==> config.mk <==
export PLATFORM = sky130hd
export DESIGN_NAME = dec_rr_arbiter8
export DESIGN_NICKNAME = d
export VERILOG_FILES = /design/src/rtl/dec_rr_arbiter8.sv
export SDC_FILE = /design/constraint.sdc
export NUM_CORES = 1
export LEC_CHECK = 0
export CORE_UTILIZATION = 45
export DETAILED_ROUTE_END_ITERATION = 6
export GPL_TIMING_DRIVEN = 0
export PLACE_DENSITY = 0.77
export REMOVE_ABC_BUFFERS = 1
export SYNTH_ARGS = -nofsm -noshare
export SYNTH_HDL_FRONTEND = slang
export SYNTH_SLANG_ARGS = --single-unit
==> constraint.sdc <==
create_clock -name clk -period 5.25 [get_ports clk]
set_clock_uncertainty 0.2 [all_clocks]
set_input_delay 1.575 -clock clk [delete_from_list [all_inputs] [get_ports clk]]
set_output_delay 1.575 -clock clk [all_outputs]
set_load 0.005 [all_outputs]
==> src/rtl/dec_rr_arbiter8.sv <==
// dec_rr_arbiter8
// Round-robin arbiter sharing one 3-to-8 decoder among eight requesters.
// A single grantee at a time drives the decoder select code and enable.
// Grants are bounded to HOLD_MAX cycles while others wait, and every
// handover passes through a one-cycle dead gap so that two decoder outputs
// are never active in the same cycle.
//
// Ports:
//   clk   in   1  system clock, rising edge
//   rstn  in   1  asynchronous active-low reset
//   req   in   8  request vector, bit i = requester i
//   sel   out  3  binary id of current grantee (holds its value in GAP/IDLE)
//   en    out  1  decoder enable, high only while granting
//   gnt   out  8  one-hot grant, decode of sel when en=1, else 8'h00
//   busy  out  1  high while granting or in the dead gap
module dec_rr_arbiter8 #(
  parameter int unsigned HOLD_MAX = 8
) (
  input  logic       clk,
  input  logic       rstn,
  input  logic [7:0] req,
  output logic [2:0] sel,
  output logic       en,
  output logic [7:0] gnt,
  output logic       busy
);

  typedef enum logic [1:0] {
    IDLE  = 2'd0,
    GRANT = 2'd1,
    GAP   = 2'd2
  } state_t;

  localparam logic [3:0] HOLD_C = 4'(HOLD_MAX);

  state_t     state_r;
  logic [2:0] sel_r;
  logic       en_r;
  logic [7:0] gnt_r;
  logic       busy_r;
  logic [3:0] hold_r;
  logic [2:0] last_r;

  logic [3:0] pick_s;     // {found, id}
  logic       others_s;   // some requester other than the grantee is waiting
  logic       release_s;  // grantee dropped its request
  logic       preempt_s;  // hold budget used up with others waiting

  // Search req starting one above the last grantee, wrapping 7 -> 0.
  // Iterating from the farthest offset down lets the nearest hit win.
  function automatic logic [3:0] rr_pick(input logic [7:0] r, input logic [2:0] last);
    logic [3:0] res;
    logic [2:0] idx;
    res = 4'd0;
    for (int k = 8; k >= 1; k--) begin
      idx = last + 3'(k);
      res = r[idx] ? {1'b1, idx} : res;
    end
    return res;
  endfunction

  function automatic logic [7:0] onehot8(input logic [2:0] id);
    return 8'b0000_0001 << id;
  endfunction

  // Combinational arbitration and handover conditions.
  always_comb begin
    pick_s    = rr_pick(req, last_r);
    others_s  = |(req & ~onehot8(sel_r));
    release_s = ~req[sel_r];
    preempt_s = (hold_r == HOLD_C) & others_s;
  end

  // Arbiter FSM with all outputs registered.
  always_ff @(posedge clk or negedge rstn) begin
    if (!rstn) begin
      state_r <= IDLE;
      sel_r   <= 3'd0;
      en_r    <= 1'b0;
      gnt_r   <= 8'h00;
      busy_r  <= 1'b0;
      hold_r  <= 4'd0;
      last_r  <= 3'd7;
    end else begin
      case (state_r)
        IDLE, GAP: begin
          if (pick_s[3]) begin
            state_r <= GRANT;
            sel_r   <= pick_s[2:0];
            en_r    <= 1'b1;
            gnt_r   <= onehot8(pick_s[2:0]);
            busy_r  <= 1'b1;
            hold_r  <= 4'd1;
            last_r  <= pick_s[2:0];
          end else begin
            state_r <= IDLE;
            en_r    <= 1'b0;
            gnt_r   <= 8'h00;
            busy_r  <= 1'b0;
          end
        end
        GRANT: begin
          // A release on the same edge the budget expires lands in GAP too.
          if (release_s || preempt_s) begin
            state_r <= GAP;
            en_r    <= 1'b0;
            gnt_r   <= 8'h00;
            busy_r  <= 1'b1;
          end else begin
            state_r <= GRANT;
            hold_r  <= (hold_r == HOLD_C) ? hold_r : hold_r + 4'd1;
          end
        end
        default: begin
          state_r <= IDLE;
          en_r    <= 1'b0;
          gnt_r   <= 8'h00;
          busy_r  <= 1'b0;
          hold_r  <= 4'd0;
        end
      endcase
    end
  end

  assign sel  = sel_r;
  assign en   = en_r;
  assign gnt  = gnt_r;
  assign busy = busy_r;

endmodule
# Word-level counts from Yosys, hierarchy flattened
# Index checks and enable logic that the tools add are counted.
[word_totals] ff_bits=22 inputBits=10 out_inout_bits=13
[op_classes] n_addsub=8 n_lt_le_gt_ge=9 eq_ne=7 shift=2 muxes=41 bitwise_logic=4 reduce_logical=6
[ops] op="4-bit two-way mux" count=11
[ops] op="3-bit by 4-bit less-than comparator with 1-bit output, second input constant" count=9
[ops] op="1-bit binary-select mux with 3-bit select" count=9
[ops] op="8-bit two-way mux" count=2
[ops] op="8-bit one-hot mux with 2 select lines" count=1
[ops] op="1-bit by 3-bit left shift with 8-bit output, first input constant" count=2
[ops] op="1-bit two-way mux" count=13
[ops] op="3-bit adder, second input constant" count=4
[ops] op="8-bit bitwise AND" count=1
[ops] op="2-bit inequality test, second input constant" count=4
[ops] op="8-bit inverter" count=1
[ops] op="4-bit one-hot mux with 2 select lines" count=1
[ops] op="8-bit OR reduction" count=1
[ops] op="3-bit by 2-bit adder with 3-bit output, second input constant" count=2
[ops] op="4-bit by 1-bit adder with 4-bit output, second input constant" count=1
[ops] op="4-bit equality test, second input constant" count=1
[ops] op="1-bit one-hot mux with 2 select lines" count=2
[ops] op="2-bit one-hot mux with 2 select lines" count=1
[ops] op="3-bit by 1-bit adder with 3-bit output, second input constant" count=1
[ops] op="3-bit AND reduction" count=1
[ops] op="2-bit by 1-bit equality test with 1-bit output, second input constant" count=1
[ops] op="2-bit equality test, second input constant" count=1
[ops] op="2-bit zero test" count=1
[ops] op="2-bit two-way mux" count=1
[ops] op="other kinds (5)" count=5

# Depth between registers and ports, before layout
[logic_depth] word_depth=13 ltp_mapped=12 depth_no_buf=8

# Worst setup path before layout
# No wires, ideal clock.
[synth_path] path_type="input -> register" startpoint="input port req[4]" endpoint="register gnt_r[1], in the netlist gnt[1]" setup_ps=110 arrival_time_ps=3543 setup_slack_ps=1397 path_stages=7 n_path_buf=1 cell_sequence="clkbuf_1 > mux2_4 > mux4_2 > a211o_1 > a221oi_2 > o311ai_2 > o41ai_1"
[synth_between] elab_chain_cells=13 word_cells_on_any_way=35
[synth_rtl] item="from (decl)" line_no="21" text="input logic [7:0] req,"
[synth_rtl] item="1-bit binary-select mux with 3-bit select" line_no="57" text="res = r[idx] ? {1'b1, idx} : res;"
[synth_rtl] item="1-bit two-way mux (implied by the code)" line_no="57"
[synth_rtl] item="4-bit two-way mux (8 in series)" line_no="57"
[synth_rtl] item="1-bit by 3-bit left shift with 8-bit output" line_no="63" text="return 8'b0000_0001 << id;"
[synth_rtl] item="8-bit two-way mux" line_no="87" text="if (pick_s[3]) begin"
[synth_rtl] item="8-bit one-hot mux with 2 select lines" line_no="85" text="case (state_r)"
[synth_rtl] item="to (signal assigned)" line_no="91" text="gnt_r <= onehot8(pick_s[2:0]);"
[synth_rtl] item="to (decl)" line_no="39" text="logic [7:0] gnt_r;"
# Several ways; a longest one is shown, not always the timed one. The select of a mux whose other input is x is not followed.
# A chain may end at the register's enable or synchronous reset.

# Worst setup path after layout
[layout_path] startpoint="register last_r[1]" endpoint="register hold_r[0]"
[layout_between] elab_chain_cells=12 word_cells_on_any_way=33
[layout_rtl] item="from (decl)" line_no="42" text="logic [2:0] last_r;"
[layout_rtl] item="from (signal assigned)" line_no="94" text="last_r <= pick_s[2:0];"
[layout_rtl] item="3-bit adder or 1-bit binary-select mux with 3-bit select (tied branches)" line_no="56, 57"
[layout_rtl] item="1-bit binary-select mux with 3-bit select or 1-bit two-way mux (tied branches)" line_no="57"
[layout_rtl] item="1-bit two-way mux (implied by the code) or 4-bit two-way mux (tied branches)" line_no="57"
[layout_rtl] item="4-bit two-way mux (6 in series)" line_no="57"
[layout_rtl] item="4-bit two-way mux (*)" line_no="57"
[layout_rtl] item="2-bit inequality test (no line) (*)"
[layout_rtl] item="3-bit AND reduction (no line) (*)"
[layout_rtl] item="to (signal assigned)" line_no="111" text="hold_r <= (hold_r == HOLD_C) ? hold_r : hold_r + 4'd1;"
[layout_rtl] item="to (decl)" line_no="41" text="logic [3:0] hold_r;"
# Mark *: on every way between the ends. The rest lies on a longest branch, timed or not. The select of a mux whose other input is x is not followed.

==> out/results.ini <==
[layout]
antenna_cells = 0
multi_input_area_um2 = 1618
drive_gt1_share_pct = 18.29
stdcell_area_um2 = 2584
syn2layout_area_growth_pct = 11.44
nFillCells = 419
final-seq-area_um2 = 554.3
fin_nets = 261
stdcell_count = 313

[placement]
dp_cells = 309
place.gp.congestion = 0.9348
hpwl_um = 3999
place_area_um2 = 2529
port_buffers = 22

[sta]
worst_slew_pin_slew_ns = 0.9800
post-route-min-period_ns = 4.926
timing.fmax_mhz = 203.0
timing.final.crit_share_pct = 93.82
setup_violations = 0
finalSetupTns_ns = 0
hold_slack_ns = 0.3228
slew_viol_final = 0
rsz0062_at_grt = no
final-hold-violation-count = 0
slew_headroom_pct = 34.23

[synth]
synthCells = 241
yosysMostFrequentCell = dfrtp_1
yosysUniqueCellTypes = 59
synth_ff_type = dfrtp_1
synth.top_cells.by_count = dfrtp_1, mux4_2, clkbuf_1
async_reset_ff_share_pct = 100.0
ys_ff_latch = 22
synth_edf_count = 0
yosysTopAreaCell = dfrtp_1
synth_top_area_share_pct = 20.51
ys_warn_count = 0
synth_area_leaders = dfrtp_1, mux4_2, mux2i_1
ys_seq_area_share_pct = 23.91
syn_area_per_cell_um2 = 9.620
syn_area_um2 = 2318

[pwr]
cellPowerDensity_nw_per_um2 = 752.7
irDropWorstVdd_v = 0.0004426
p_leak_nw = 0.9532
power.total_mw = 1.945

[route]
drc = 0
wl_per_cell_um = 18.63
via_count = 2121
ant_nets = 0
drt-total-wl_um = 5831
drt_iter0_markers = 246
vias_per_cell = 6.776
dr.pass1.iters = 5

[grt]
grt.met1_usage_pct = 34.64
overflow = 0
grt-busiest-layer = met2
grt_use_met3_pct = 2.332
grt_pass1_vias = 1862
grt_start_max_net_pins = 29
grt_util_met2_pct = 36.29
grt_usage_pct = 23.24
antenna_found_initial = 0
grt_pass1_wl_um = 9666

[die]
io_pins = 23
rows = 25
fp.dieArea_um2 = 5443
die_w_um = 73.78
initial_core_util_pct = 47.82
die_h_um = 73.78
core-area_um2 = 4848

[job]
maxCapViolCount = 0

[worst_setup_path]
worst-path-max-fanout = 19
crit_slowest_cell = ha_1
start_kind = flip-flop
cp.required_ns = 5.21
path_class = reg2reg
cp.buffers_inverters = 1
arrival_ns = 4.88
critical_path.top_delay_family = compound AO/OA/AOI/OAI gates
critPathMaxStageDelay_ns = 0.92
path_cells = clkinv_1, ha_1, mux2_4, mux4_2, or2_2, o21ai_1, o21ai_0, a22o_1
endpoint_kind = flip-flop

[cts]
htreeDepth = 1
ctsResizeCount = 0
clock_sinks = 22
cts_tree = yes
ctsHoldBuffers = 0
cts_buffer_depth = 2
postCtsSetupBuffers = 0
numCtsBuffers = 3
clock_latency_ns = 0.26
cts_root_buf = clkbuf_8
path_clk_slew_ns = 0.08

[hold_path]
hp-class = reg2reg

[run_status]
run_status = completed

[sequential cells by signal (all words and copies together) (netlist names)]
name     cells
hold_r       4
last_r       3
sel          3
gnt          8
en           1
busy         1
state_r      2
[routing by layer]
metal	up-vias	part of all wire, %
met5	-	0
met4	0	0.94
met3	10	8.9
met2	130	49
met1	1014	41
li1	967	-
[stage by stage]
| step | setup WS (ns) | utilization, % |
|---|---|---|
| 4_1_cts | 0.3760 | 53.29 |
| 3_3_place_gp | 0.1857 | 52.15 |
| 2_1_floorplan | 1.059 | - |
| 5_1_grt | 0.05452 | 53.29 |
| 3_5_place_dp | 0.1469 | 52.15 |
| 6_report | 0.3244 | 53.29 |
[worst min-delay path, delay by kind of cell (launching register included)]
family / cells / cell delay [ns]
compound gates: 1 / 0.07
flops: 1 / 0.35
simple gates: 1 / 0.08
[report_power, final]
group,internal (mW),switching [mW]
logic,0.667,0.770
registers,0.245,0.142
clock network,0.0668,0.0537
total,0.979,0.966
[final timing paths]
path	startpoint	to	slack, ns	cells past startpoint
worst max-delay path	last_r[1]$_DFFE_PN1P_	hold_r[0]$_DFFE_PN0P_	0.32	8
worst min-delay path	gnt[1]$_DFFE_PN0N_	gnt[1]$_DFFE_PN0N_	0.32	2
worst max register to register	last_r[1]$_DFFE_PN1P_	hold_r[0]$_DFFE_PN0P_	0.32	8
worst min register to register	gnt[1]$_DFFE_PN0N_	gnt[1]$_DFFE_PN0N_	0.32	2
max in group asynchronous	rstn	en$_DFFE_PN0N_	2.61	1
min in group asynchronous	rstn	hold_r[2]$_DFFE_PN0P_	1.64	1
[cell families (layout without fill, tap and decap cells)]
family	after synthesis	after routing	synth area share [%]
compound gates	69	69	22.56
xor+xnor	3	3	1.134
fa+ha+maj	4	4	2.159
buf+inv	35	40	6.314
flops	22	22	23.91
mux	44	44	29.09
simple gates	64	64	14.84
[cell type report]
| cell class | count | share of cell area (%) |
|---|---|---|
| Multi-Input combinational cell | 184 | 62.61 |
| Sequential cell | 22 | 21.45 |
| Timing Repair Buffer | 22 | 8.523 |
| Tap cell | 67 | 3.245 |
| Clock buffer | 4 | 2.131 |
| Inverter | 14 | 2.034 |
[layout by cell type, fill, tap and decap left out, drive strengths merged, types with 6 or more instances in the layout]
cell            n
a21oi          13
clkdlybuf4s50  22
dfrtp          19
inv            12
mux2           15
mux2i          13
mux4           16
nand2          13
nor2           12
nor3            6
o21ai          12
Power figures use the tool's default switching activity.
==> variant: new RTL, same flow settings <==
Encoding of `state_t`: now one-hot (3 bits for 3 states).
--- a/src/rtl/dec_rr_arbiter8.sv
+++ b/src/rtl/dec_rr_arbiter8.sv
@@ -27,6 +27,6 @@
 
-  typedef enum logic [1:0] {
-    IDLE  = 2'd0,
-    GRANT = 2'd1,
-    GAP   = 2'd2
+  typedef enum logic [2:0] {
+    IDLE  = 3'b001,
+    GRANT = 3'b010,
+    GAP   = 3'b100
   } state_t;
Function: no difference found for any inputs over 10 cycles, from zero or initial values and one cycle with rstn low; not proved beyond that.
==> variant against the unedited design <==
Cell area down 11%. Critical path depth unchanged. Sequential cell count up 1. Routed wire length down 27%. Worst setup slack better by 670 ps. Synthesized area down 13%. Sequential share of layout area up 3.8 points. Highest routed layer unchanged.
Power is left out: the tool's default activity adds up to more than one toggle a clock period on the data nets, which glitch-free logic cannot reach.
==> variant: results (changes against the unedited design) <==
first-pass GRT wire length=7620 um (was 9670 um); Detail Placement HPWL=3170 um (was 4000 um); highest net fanout along the worst path=10 (was 19); async set-reset flop share out of synthesis=100% (unchanged); vias=1625 (was 2121); peak per-stage delay on the critical path=620 ps (was 920 ps); transition time at the pin with the least slew margin=999 ps (was 980 ps); aggregate routed wire length=4240 um (was 5830 um); Worst R2R End=hold_r[3] (was hold_r[0]); # fillers=390 (was 419); fraction of final layout cells with drive strength greater than 1=17.1% (was 18.3%); library cell contributing the largest single delay on the critical path=sky130_fd_sc_hd__mux4_2 (was sky130_fd_sc_hd__ha_1); maximum number of pins on one net before global-route repair=24 (was 29); Detailed Route Iter0 Violations=70 (was 246); count of cells along the worst register-to-register path=9 (was 8); CP arrival=4210 ps (was 4880 ps); H-Tree Level Count=1 (unchanged); DR pass1 iterations=4 (was 5); Total Nets Final=231 (was 261); Worst Min Path Start=en (was gnt[1]); top cells by area, synth=sky130_fd_sc_hd__dfrtp_1, sky130_fd_sc_hd__mux4_2, sky130_fd_sc_hd__dfstp_2 (was sky130_fd_sc_hd__dfrtp_1, sky130_fd_sc_hd__mux4_2, sky130_fd_sc_hd__mux2i_1); global placer's final weighted congestion=0.861 (was 0.935); FF-to-FF setup slack=1240 ps (was 320 ps); fraction of the yosys area taken by sequential cells=28.7% (was 23.9%); global-route usage over all layers=19.1% (was 23.2%); status=complete, no violations (unchanged); leading post-synthesis cells by instance count=sky130_fd_sc_hd__dfrtp_1, sky130_fd_sc_hd__nand2_1, sky130_fd_sc_hd__a21oi_1, sky130_fd_sc_hd__mux4_2, sky130_fd_sc_hd__nor2_1 (was sky130_fd_sc_hd__dfrtp_1, sky130_fd_sc_hd__mux4_2, sky130_fd_sc_hd__clkbuf_1); end of the worst hold path=en (was gnt[1]); number of global-route vias before repair=1630 (was 1862); post-synth cell types=58 (was 59)
[variant: changes by cell type in the layout (fill, tap and decap cells not counted), moves of 3 or more]
| cell | before | now |
|---|---|---|
| sky130_fd_sc_hd__mux2_2 | 9 | 4 |
| sky130_fd_sc_hd__mux2i_1 | 13 | 9 |
| sky130_fd_sc_hd__nand2_1 | 13 | 17 |
| sky130_fd_sc_hd__nand4_1 | 5 | 1 |
| sky130_fd_sc_hd__o41ai_1 | 4 | 0 |
| sky130_fd_sc_hd__a211o_1 | 3 | 0 |
| sky130_fd_sc_hd__a21o_1 | 0 | 3 |
| sky130_fd_sc_hd__a22o_1 | 3 | 0 |
| sky130_fd_sc_hd__inv_1 | 11 | 8 |
| sky130_fd_sc_hd__mux2_4 | 4 | 1 |
| sky130_fd_sc_hd__nor3_1 | 6 | 3 |
| sky130_fd_sc_hd__o32ai_1 | 5 | 2 |
| sky130_fd_sc_hd__xnor2_1 | 3 | 6 |
[variant: how the worst max path moves through the flow]
stage                      start   endpoint  slack [ps]  depth (start not counted)
after global routing      req[1]  hold_r[3]         780                          8
after detailed placement  req[5]  hold_r[3]         730                          8
after global placement    req[5]  hold_r[3]         740                          8
final                     req[1]  hold_r[3]         990                          8
after CTS                 req[5]  hold_r[3]        1010                          8
after floorplan           req[6]     gnt[0]        1620                          6
[variant: logic make-up (layout without fill, tap and decap cells)]
| logic type | count (synthesis) | count (layout) | share of synthesized area (%) |
|---|---|---|---|
| compound gates | 53 | 53 | 18.7 |
| xor+xnor | 8 | 8 | 3.46 |
| fa+ha+maj | 4 | 4 | 2.47 |
| buf+inv | 19 | 34 | 4.51 |
| flops | 23 | 23 | 28.7 |
| mux | 29 | 29 | 23.7 |
| simple gates | 65 | 65 | 18.5 |
[variant: layer usage]
layer	part of all wire, %	track usage, %	vias to the layer above
li1	-	-	803
met1	45	26.3	785
met2	52	32.5	31
met3	2.3	1.46	6
met4	1.2	4.99	0
met5	0	0	-
[variant: cell type report]
cell class / instances / share of cell area, %
Sequential cell: 23 / 25.3
Clock inverter: 1 / 0.218
Inverter: 8 / 1.31
Clock buffer: 3 / 1.80
Tap cell: 52 / 2.84
Multi-Input combinational cell: 159 / 58.9
Timing Repair Buffer: 22 / 9.60
[variant: through the flow]
stage | hold slack (ps) | setup WS (ps) | instance area, um2 | cells | util [%]
after floorplan | 274 | 1620 | 1960 | 190 | -
after CTS | 285 | 1010 | 2290 | 268 | 53.1
after detailed placement | 266 | 735 | 2250 | 264 | 52.0
final | 285 | 991 | 2290 | 268 | 53.1
after global placement | 258 | 744 | 2250 | 264 | 52.0
after global routing | 311 | 785 | 2290 | 268 | 53.1
